[config.mk]
export PLATFORM = sky130hd
export DESIGN_NAME = uart_tx_fifo
export DESIGN_NICKNAME = d
export VERILOG_FILES = /design/src/rtl/uart_pkg.sv /design/src/rtl/uart_fifo.sv /design/src/rtl/uart_tx_fifo.sv
export SDC_FILE = /design/constraint.sdc
export NUM_CORES = 1
export LEC_CHECK = 0
export ABC_AREA = 0
export CAP_MARGIN = 20
export CORE_MARGIN = 3
export CORE_UTILIZATION = 50
export CTS_CLUSTER_DIAMETER = 50
export DETAILED_ROUTE_END_ITERATION = 6
export PLACE_DENSITY = 0.71
export SYNTH_ARGS = -nofsm -noshare
export SYNTH_HDL_FRONTEND = slang
export SYNTH_HIERARCHICAL = 1
export SYNTH_SLANG_ARGS = --single-unit
[constraint.sdc]
create_clock -name clk -period 2.4 [get_ports clk]
set_clock_uncertainty 0.05 [all_clocks]
set_input_delay 0.48 -clock clk [delete_from_list [all_inputs] [get_ports clk]]
set_output_delay 0.48 -clock clk [all_outputs]
set_load 0.02 [all_outputs]
[src/rtl/uart_pkg.sv]
// rtl/uart_pkg.sv - shared UART types and default frame parameters
package uart_pkg;

    typedef enum logic [1:0] {
        PAR_NONE = 2'b00,
        PAR_EVEN = 2'b01,
        PAR_ODD  = 2'b10
    } parity_t;

    typedef enum logic [2:0] {
        IDLE   = 3'd0,
        START  = 3'd1,
        DATA   = 3'd2,
        PARITY = 3'd3,
        STOP   = 3'd4
    } tx_state_t;

    localparam int DEFAULT_DATA_BITS  = 8;
    localparam int DEFAULT_OVERSAMPLE = 16;

endpackage

[src/rtl/uart_fifo.sv]
// rtl/uart_fifo.sv - synchronous FIFO; a pop never frees space for a same-cycle push
module uart_fifo #(
    parameter int WIDTH = 8,
    parameter int DEPTH = 8
) (
    input  logic                     clk,
    input  logic                     rst,
    input  logic                     push,
    input  logic [WIDTH-1:0]         push_data,
    input  logic                     pop,
    output logic [WIDTH-1:0]         pop_data,
    output logic                     full,
    output logic                     empty,
    output logic [$clog2(DEPTH):0]   level
);
    localparam int AW = $clog2(DEPTH);
    localparam int LW = AW + 1;

    logic [WIDTH-1:0] mem_q [DEPTH];
    logic [AW-1:0]    wr_ptr_q, wr_ptr_d;
    logic [AW-1:0]    rd_ptr_q, rd_ptr_d;
    logic [LW-1:0]    level_q, level_d;
    logic             push_ok, pop_ok;

    assign full     = (level_q == LW'(DEPTH));
    assign empty    = (level_q == '0);
    assign push_ok  = push && !full;
    assign pop_ok   = pop && !empty;
    assign pop_data = mem_q[rd_ptr_q];
    assign level    = level_q;

    always_comb begin
        wr_ptr_d = wr_ptr_q;
        rd_ptr_d = rd_ptr_q;
        level_d  = level_q;
        if (push_ok) wr_ptr_d = wr_ptr_q + 1'b1;
        if (pop_ok)  rd_ptr_d = rd_ptr_q + 1'b1;
        case ({push_ok, pop_ok})
            2'b10:   level_d = level_q + 1'b1;
            2'b01:   level_d = level_q - 1'b1;
            default: level_d = level_q;
        endcase
    end

    always_ff @(posedge clk) begin
        if (rst) begin
            wr_ptr_q <= '0;
            rd_ptr_q <= '0;
            level_q  <= '0;
        end else begin
            wr_ptr_q <= wr_ptr_d;
            rd_ptr_q <= rd_ptr_d;
            level_q  <= level_d;
        end
    end

    always_ff @(posedge clk) begin
        if (push_ok) mem_q[wr_ptr_q] <= push_data;
    end

endmodule

[src/rtl/uart_tx_fifo.sv]
// rtl/uart_tx_fifo.sv - FIFO-buffered UART transmitter with runtime parity and stop-bit selection
module uart_tx_fifo
    import uart_pkg::*;
#(
    parameter int DATA_BITS  = DEFAULT_DATA_BITS,
    parameter int OVERSAMPLE = DEFAULT_OVERSAMPLE,
    parameter int FIFO_DEPTH = 8
) (
    input  logic                          clk,
    input  logic                          rst,
    input  logic                          baud_pulse,
    input  logic [1:0]                    cfg_parity,
    input  logic                          cfg_stop2,
    input  logic                          s_valid,
    input  logic [DATA_BITS-1:0]          s_data,
    output logic                          s_ready,
    output logic [$clog2(FIFO_DEPTH):0]   fifo_level,
    output logic                          busy,
    output logic                          tx_done,
    output logic                          tx
);
    localparam int TW = $clog2(OVERSAMPLE);
    localparam int BW = $clog2(DATA_BITS);
    localparam logic [TW-1:0] TICK_LAST = TW'(OVERSAMPLE - 1);
    localparam logic [BW-1:0] BIT_LAST  = BW'(DATA_BITS - 1);

    tx_state_t            state_q, state_d;
    logic [TW-1:0]        tick_q, tick_d;
    logic [BW-1:0]        bit_q, bit_d;
    logic                 stop_q, stop_d;
    logic [DATA_BITS-1:0] shift_q, shift_d;
    logic                 par_en_q, par_en_d;
    logic                 par_bit_q, par_bit_d;
    logic                 stop2_q, stop2_d;
    logic                 tx_q, tx_d;
    logic                 done_q, done_d;

    logic                 fifo_full, fifo_empty;
    logic [DATA_BITS-1:0] fifo_data;
    logic                 bit_end, last_stop, start_frame;

    uart_fifo #(.WIDTH(DATA_BITS), .DEPTH(FIFO_DEPTH)) u_fifo (
        .clk       (clk),
        .rst       (rst),
        .push      (s_valid),
        .push_data (s_data),
        .pop       (start_frame),
        .pop_data  (fifo_data),
        .full      (fifo_full),
        .empty     (fifo_empty),
        .level     (fifo_level)
    );

    assign bit_end     = (state_q != IDLE) && baud_pulse && (tick_q == TICK_LAST);
    assign last_stop   = (state_q == STOP) && bit_end && (stop_q || !stop2_q);
    // Back-to-back frames pop straight out of the final stop tick, skipping IDLE.
    assign start_frame = !fifo_empty && ((state_q == IDLE) || last_stop);

    always_ff @(posedge clk) begin
        if (rst) begin
            state_q   <= IDLE;
            tick_q    <= '0;
            bit_q     <= '0;
            stop_q    <= 1'b0;
            shift_q   <= '0;
            par_en_q  <= 1'b0;
            par_bit_q <= 1'b0;
            stop2_q   <= 1'b0;
            tx_q      <= 1'b1;
            done_q    <= 1'b0;
        end else begin
            state_q   <= state_d;
            tick_q    <= tick_d;
            bit_q     <= bit_d;
            stop_q    <= stop_d;
            shift_q   <= shift_d;
            par_en_q  <= par_en_d;
            par_bit_q <= par_bit_d;
            stop2_q   <= stop2_d;
            tx_q      <= tx_d;
            done_q    <= done_d;
        end
    end

    always_comb begin
        state_d   = state_q;
        tick_d    = tick_q;
        bit_d     = bit_q;
        stop_d    = stop_q;
        shift_d   = shift_q;
        par_en_d  = par_en_q;
        par_bit_d = par_bit_q;
        stop2_d   = stop2_q;

        if (state_q == IDLE || bit_end) tick_d = '0;
        else if (baud_pulse)            tick_d = tick_q + 1'b1;

        case (state_q)
            IDLE: ;
            START: if (bit_end) begin
                state_d = DATA;
                bit_d   = '0;
            end
            DATA: if (bit_end) begin
                shift_d = shift_q >> 1;
                if (bit_q == BIT_LAST) begin
                    bit_d   = '0;
                    stop_d  = 1'b0;
                    state_d = par_en_q ? PARITY : STOP;
                end else begin
                    bit_d = bit_q + 1'b1;
                end
            end
            PARITY: if (bit_end) begin
                state_d = STOP;
                stop_d  = 1'b0;
            end
            STOP: if (bit_end) begin
                if (last_stop) state_d = IDLE;
                else           stop_d  = 1'b1;
            end
            default: state_d = IDLE;
        endcase

        // Config is sampled only here, so mid-frame changes apply to the next frame.
        if (start_frame) begin
            state_d   = START;
            tick_d    = '0;
            bit_d     = '0;
            stop_d    = 1'b0;
            shift_d   = fifo_data;
            par_en_d  = (cfg_parity == PAR_EVEN) || (cfg_parity == PAR_ODD);
            par_bit_d = (cfg_parity == PAR_ODD) ? ~^fifo_data : ^fifo_data;
            stop2_d   = cfg_stop2;
        end
    end

    always_comb begin
        tx_d   = 1'b1;
        done_d = last_stop;
        case (state_q)
            START:   tx_d = 1'b0;
            DATA:    tx_d = shift_q[0];
            PARITY:  tx_d = par_bit_q;
            default: tx_d = 1'b1;
        endcase
    end

    assign tx      = tx_q;
    assign tx_done = done_q;
    assign busy    = (state_q != IDLE) || done_q;
    assign s_ready = !fifo_full;

endmodule

After elaboration in Yosys (flattened, before gate mapping)
Memories as Yosys holds them, arrays and structs flattened. A register that Yosys moved wholly into a read port is not among the register bits.
Index checks and enable logic that the tools add are counted.
Word-level totals
  memories: 1
  output and inout port bits: 8
  bits in writable memories: 64
  word-level logic and storage cells: 108
  input port bits: 15
  register bits after elaboration: 34
Memory list
  u_fifo.mem_q: words 8, bits a word 8, read ports 1, clocked after Yosys merged registers in 1, write ports 1, RTL line uart_fifo.sv:19  | logic [WIDTH-1:0] mem_q [DEPTH];
Cells by class
  mux-type cells: 29
  add/subtract/negate cells: 6
  equality and inequality tests: 25
  bitwise gates (word level): 1
  reductions and logical operators: 32
Operators by type and width (count)
  $mux 3: 12
  $mux 8: 3
  $ne 3x2->1 const B: 6
  $pmux 3 s5: 1
  $ne 2x2->1 const B: 7
  $reduce_and 7->1: 2
  $add 3x1->3 const B: 3
  $mux 1: 9
  $add 4x1->4 const B: 2
  $eq 4x4->1 const B: 2
  $pmux 4 s2: 1
  $reduce_bool 2->1: 4
  $reduce_xnor 8->1: 1
  $reduce_xor 8->1: 1
  $logic_and 1x1->1: 7
  $eq 3x2->1 const B: 2
  $eq 3x3->1 const B: 2
  $pmux 1 s3: 2
  $pmux 3 s2: 1
  $reduce_and 6->1: 1
  $reduce_bool 3->1: 2
  $logic_or 1x1->1: 5
  $eq 2x1->1 const B: 2
  $eq 2x2->1 const B: 2
  11 further kinds: 13

Depth between registers and ports, before layout
  depth in word-level cells: 10
  gate-level depth with buffers: 13
  gate-level depth less buffers: 12

By module
Netlist, hierarchy kept.
By module, submodules not included
  uart_fifo: area each 3151.8 µm², seq. area each 2182.1 µm², times used 1, cells each 167
  uart_tx_fifo: area each 1272.5 µm², seq. area each 480.5 µm², times used 1, cells each 152

Worst setup path after synthesis
Ideal clock, no wire load.
  path type: register to register
  from: reg u_fifo.level_q[1] (netlist: u_fifo/level[1])
  to: reg u_fifo.level_q[2] (netlist: u_fifo/level[2])
  setup time: 70 ps
  buffers on the path: 1
  data required time: 2280 ps
  stages on the path, launching flop included: 14
  setup slack: -287 ps
  arrival: 2567 ps
  clock period less this slack: 2687 ps
  path through: dfxtp_1 buf_6 nor4_1 nor3_2 o211ai_4 inv_2 o41a_1 ha_1 xor2_1 ha_1 a21oi_1 xor2_1 or3_1 a21oi_1
Between the ends
  cells in the longest elaborated chain, start to end: 6
  elaborated cells between the ends (all ways): 13
  classes of those cells: add/sub (2); eq/ne (3); mux (1); reduce/logical (7)
RTL lines
  start, declared: RTL line uart_fifo.sv:22  | logic [LW-1:0] level_q, level_d;
  start signal, assigned: RTL line uart_fifo.sv:53  | level_q <= level_d;
  $logic_not 4->1 (*): RTL line uart_fifo.sv:26  | assign empty = (level_q == '0);
  named net fifo_empty: RTL line uart_tx_fifo.sv:38  | logic fifo_full, fifo_empty;
  $logic_not 1->1 (*): RTL line uart_tx_fifo.sv:57  | assign start_frame = !fifo_empty && ((state_q == IDLE) || last_stop);
  $logic_and 1x1->1 (*): RTL line uart_tx_fifo.sv:57
  named net start_frame: RTL line uart_tx_fifo.sv:40  | logic bit_end, last_stop, start_frame;
  $logic_and 1x1->1 (*): RTL line uart_fifo.sv:28  | assign pop_ok = pop && !empty;
  named net u_fifo.pop_ok: RTL line uart_fifo.sv:23  | logic push_ok, pop_ok;
  $eq 2x1->1 / $eq 2x2->1 (equally long branches): RTL line uart_fifo.sv:38  | case ({push_ok, pop_ok})
  $pmux 4 s2 / $reduce_bool 2->1 (equally long branches)
Mark *: on every way through the listed nets, which the timed path passes. The rest lies on a longest branch.
A chain may end at the register's enable or synchronous reset.

==> impl_results.md <==
* Failing checks: setup timing
* Crit-path max cell delay at 490 ps
* Die area at 0.01001 mm²
* Count leader, synth: edfxtp_1
* Sw Share at 32.70%
* Die height at 100.1 µm
* Clock Latency Late Sink at 370 ps
* Pin count of the biggest net entering global routing at 31
* IO Pins at 23
* Starting DRC count in detailed routing at 121
* Worst path slowest cell: mux4_2
* Reg power frac at 41.9%
* Maximum vdd drop at 0.5688 mV
* Final min period at 2476 ps
* CP Launch Type: register
* Routed Antenna Nets at 0
* TritonRoute pass-1 iters at 4
* CP Capture Type: register
* Placed cells at 470
* Vias per Instance at 5.580
* Placer's final routability congestion estimate at 0.7842
* Syn Area/Cell at 13.87 µm²
* DR top layer: met4
* Synth top area cells: edfxtp_1 43%, dfxtp_1 17%, mux4_1 4.8%
* Mapped cell area at 0.004424 mm²
* Leakage power at 1.889 nW
* Total congestion overflow at 0
* Seq/Total Area, Yosys at 60.18%
* Vias in the first global route at 2731
* Drt wl/cell at 16.61 µm
* H-tree depth at 3
* Synth async-reset ratio at 0%
* Initial antenna violation count at 0
* Routed Wire Length at 8155 µm
* Top FF cell, synth: edfxtp_1
* Number of cells produced by synthesis at 319
* Overall power at 5.225 mW
* Clk pin slew, worst setup/hold paths at 100 ps
* Max Clock Freq at 0.4039 GHz
* Post-DP HPWL at 5431 µm
* First-pass GRT wire length at 13730 µm
* Top cell type's share of synthesized area at 43.44%
* Synth-to-Final Area Change at 20.96%
* Worst hold path class: reg2reg
* # rows at 33
* Starting density of the core at 52.53%
* Max Cap Viol at 0
* Req. time, crit path at 2630 ps
* Clock power share at 19.6%
* Routed via count at 2740
* Final period utilization at 103.2%
* # fillers at 652
* Final hold vios at 0
* Slew Limit Fails at 0
* Syn nets at 343
* Crit Path Class: reg2reg
* Fin cells at 491
* CTS root buffer: clkbuf_8
* Outcome: finished, violations left
* CP arrival at 2710 ps
* Worst-Margin Slew at 363.5 ps
* Number of remaining DRC errors at 0
* Setup violators final at 2
* YS warnings at 6
* Share of cells above drive strength 1 at 29.79%
* Wl on met1 at 3556 µm
* Number of synthesized flops with an enable pin at 64
* Post-Route Utilization at 63.53%
* Max clock buf depth at 2
* CP Max Fanout at 4
* ANT cells at 0
* Total net switching power at 1.708 mW
* Power per cell area at 976.4 mW/mm²
* Total CTS buffers at 9
* Final nets at 405
* Placement Setup Slack at -569.1 ps
* Comb power frac at 38.6%
* Synth area leader: edfxtp_1
* Top post-synthesis cells by count: 64 x edfxtp_1, 37 x dfxtp_1, 26 x nor2_1
* # clock sinks at 101
* FF+latch count, synth at 101
* Count of cell types in the netlist at 55
* Worst setup margin at -75.97 ps
* Hold buffer count at CTS at 0
* RSZ-0062 raised after global routing: true
* WL met2 at 4237 µm
* Die width at 100.1 µm
* Max_slew headroom at 75.74%
* CORE AREA at 0.008423 mm²
* GRT Total Usage at 18.00%
* Pint at 3.517 mW
* Routed wl met3 at 241 µm
* CP top delay family: multiplexers
* Crit path cell chain: buf_6 > mux4_2 > mux2_4 > xnor2_1 > xnor3_1 > or4b_1 > o311ai_1
* Port bufs at 22
* WP buf/inv at 1
* CTS tree: yes
## power by group through the flow
stage / Sequential, mW / Clock (mW) / Combinational, mW
floorplan: 2.25 / 0 / 1.20
global placement: 2.21 / 0 / 1.80
detailed placement: 2.22 / 0 / 1.83
CTS: 2.19 / 1.05 / 1.95
global route: 2.21 / 1.12 / 2.20
finish: 2.19 / 1.02 / 2.02
## state kept, by name (all words and copies together) (netlist names), named ones only
| register | cells |
|---|---|
| bit_q | 3 |
| stop2_q | 1 |
| state_q | 3 |
| u_fifo/rd_ptr_q | 3 |
| u_fifo/wr_ptr_q | 3 |
| par_bit_q | 1 |
| tx | 1 |
| u_fifo/mem_q | 64 |
| tx_done | 1 |
| stop_q | 1 |
| shift_q | 8 |
| par_en_q | 1 |
| tick_q | 4 |
| u_fifo/level | 4 |
## worst register-to-register path, cell delays in order (launching register included)
cell	delay [ps]
dfxtp_4	390
buf_6	130
mux4_2	490
mux2_4	300
xnor2_1	130
xnor3_1	400
or4b_1	440
o311ai_1	80
## logic make-up (layout without fill, tap and decap cells)
group	Yosys count	in the layout	synth area share, %
compound gates	40	40	6.561
xor+xnor	16	16	3.648
fa+ha+maj	9	9	2.545
buf+inv	24	91	3.054
flops	101	101	60.18
mux	28	28	11.79
simple gates	101	101	12.22
## layout by cell type (no fill, tap or decap), types with 6 or more instances in the layout
cell | synthesis | final
dfxtp_2 | 0 | 6
nor2_1 | 26 | 26
edfxtp_1 | 64 | 64
clkdlybuf4s50_1 | 0 | 20
dfxtp_1 | 37 | 30
nor3_1 | 8 | 7
mux4_2 | 8 | 13
xor2_1 | 7 | 6
nand2b_1 | 6 | 6
inv_1 | 6 | 6
buf_4 | 1 | 40
nand2_1 | 23 | 23
nand3_1 | 10 | 10
clkbuf_8 | 0 | 9
mux2_4 | 0 | 7
a21oi_1 | 15 | 12
## layer usage
metal  vias to the layer above  track usage (%)
li1                       1316                -
met1                      1375            22.56
met2                        41            30.63
met3                         8            3.892
met4                         0            7.047
met5                         -                0
## stage by stage
step,hold slack [ps],instance area [µm²],setup TNS (ps)
final,424.4,5351,-149.8
after global placement,406.2,5046,-1163
after floorplan,395.8,4474,-379.2
after global routing,454.2,5351,-488.8
after CTS,425.7,5311,-100.8
after detailed placement,411.9,5046,-1429
## final cells by class
cell class / count / area (µm²) / area share (%)
Inverter: 7 / 26.28 / 0.4910
Clock inverter: 7 / 62.56 / 1.169
Clock buffer: 9 / 123.9 / 2.315
Tap cell: 105 / 131.4 / 2.455
Timing Repair Buffer: 68 / 599.3 / 11.20
Multi-Input combinational cell: 194 / 1734 / 32.41
Sequential cell: 101 / 2674 / 49.96
## repair_timing
action | CTS | global route
endpoints found under the setup margin | 4 | 5
resized for setup | 16 | 7
buffers inserted | 4 | 1
pin swaps | 9 | 3
endpoints found under the hold margin | 0 | 0
## final timing paths
check                           startpoint         end  slack [ps]  depth (start not counted)
worst max-delay path              register   par_bit_q         -80                          7
worst min-delay path            shift_q[3]  shift_q[3]         420                          2
worst max register to register    register   par_bit_q         -80                          7
worst min register to register  shift_q[3]  shift_q[3]         420                          2
Power figures use the tool's default switching activity.
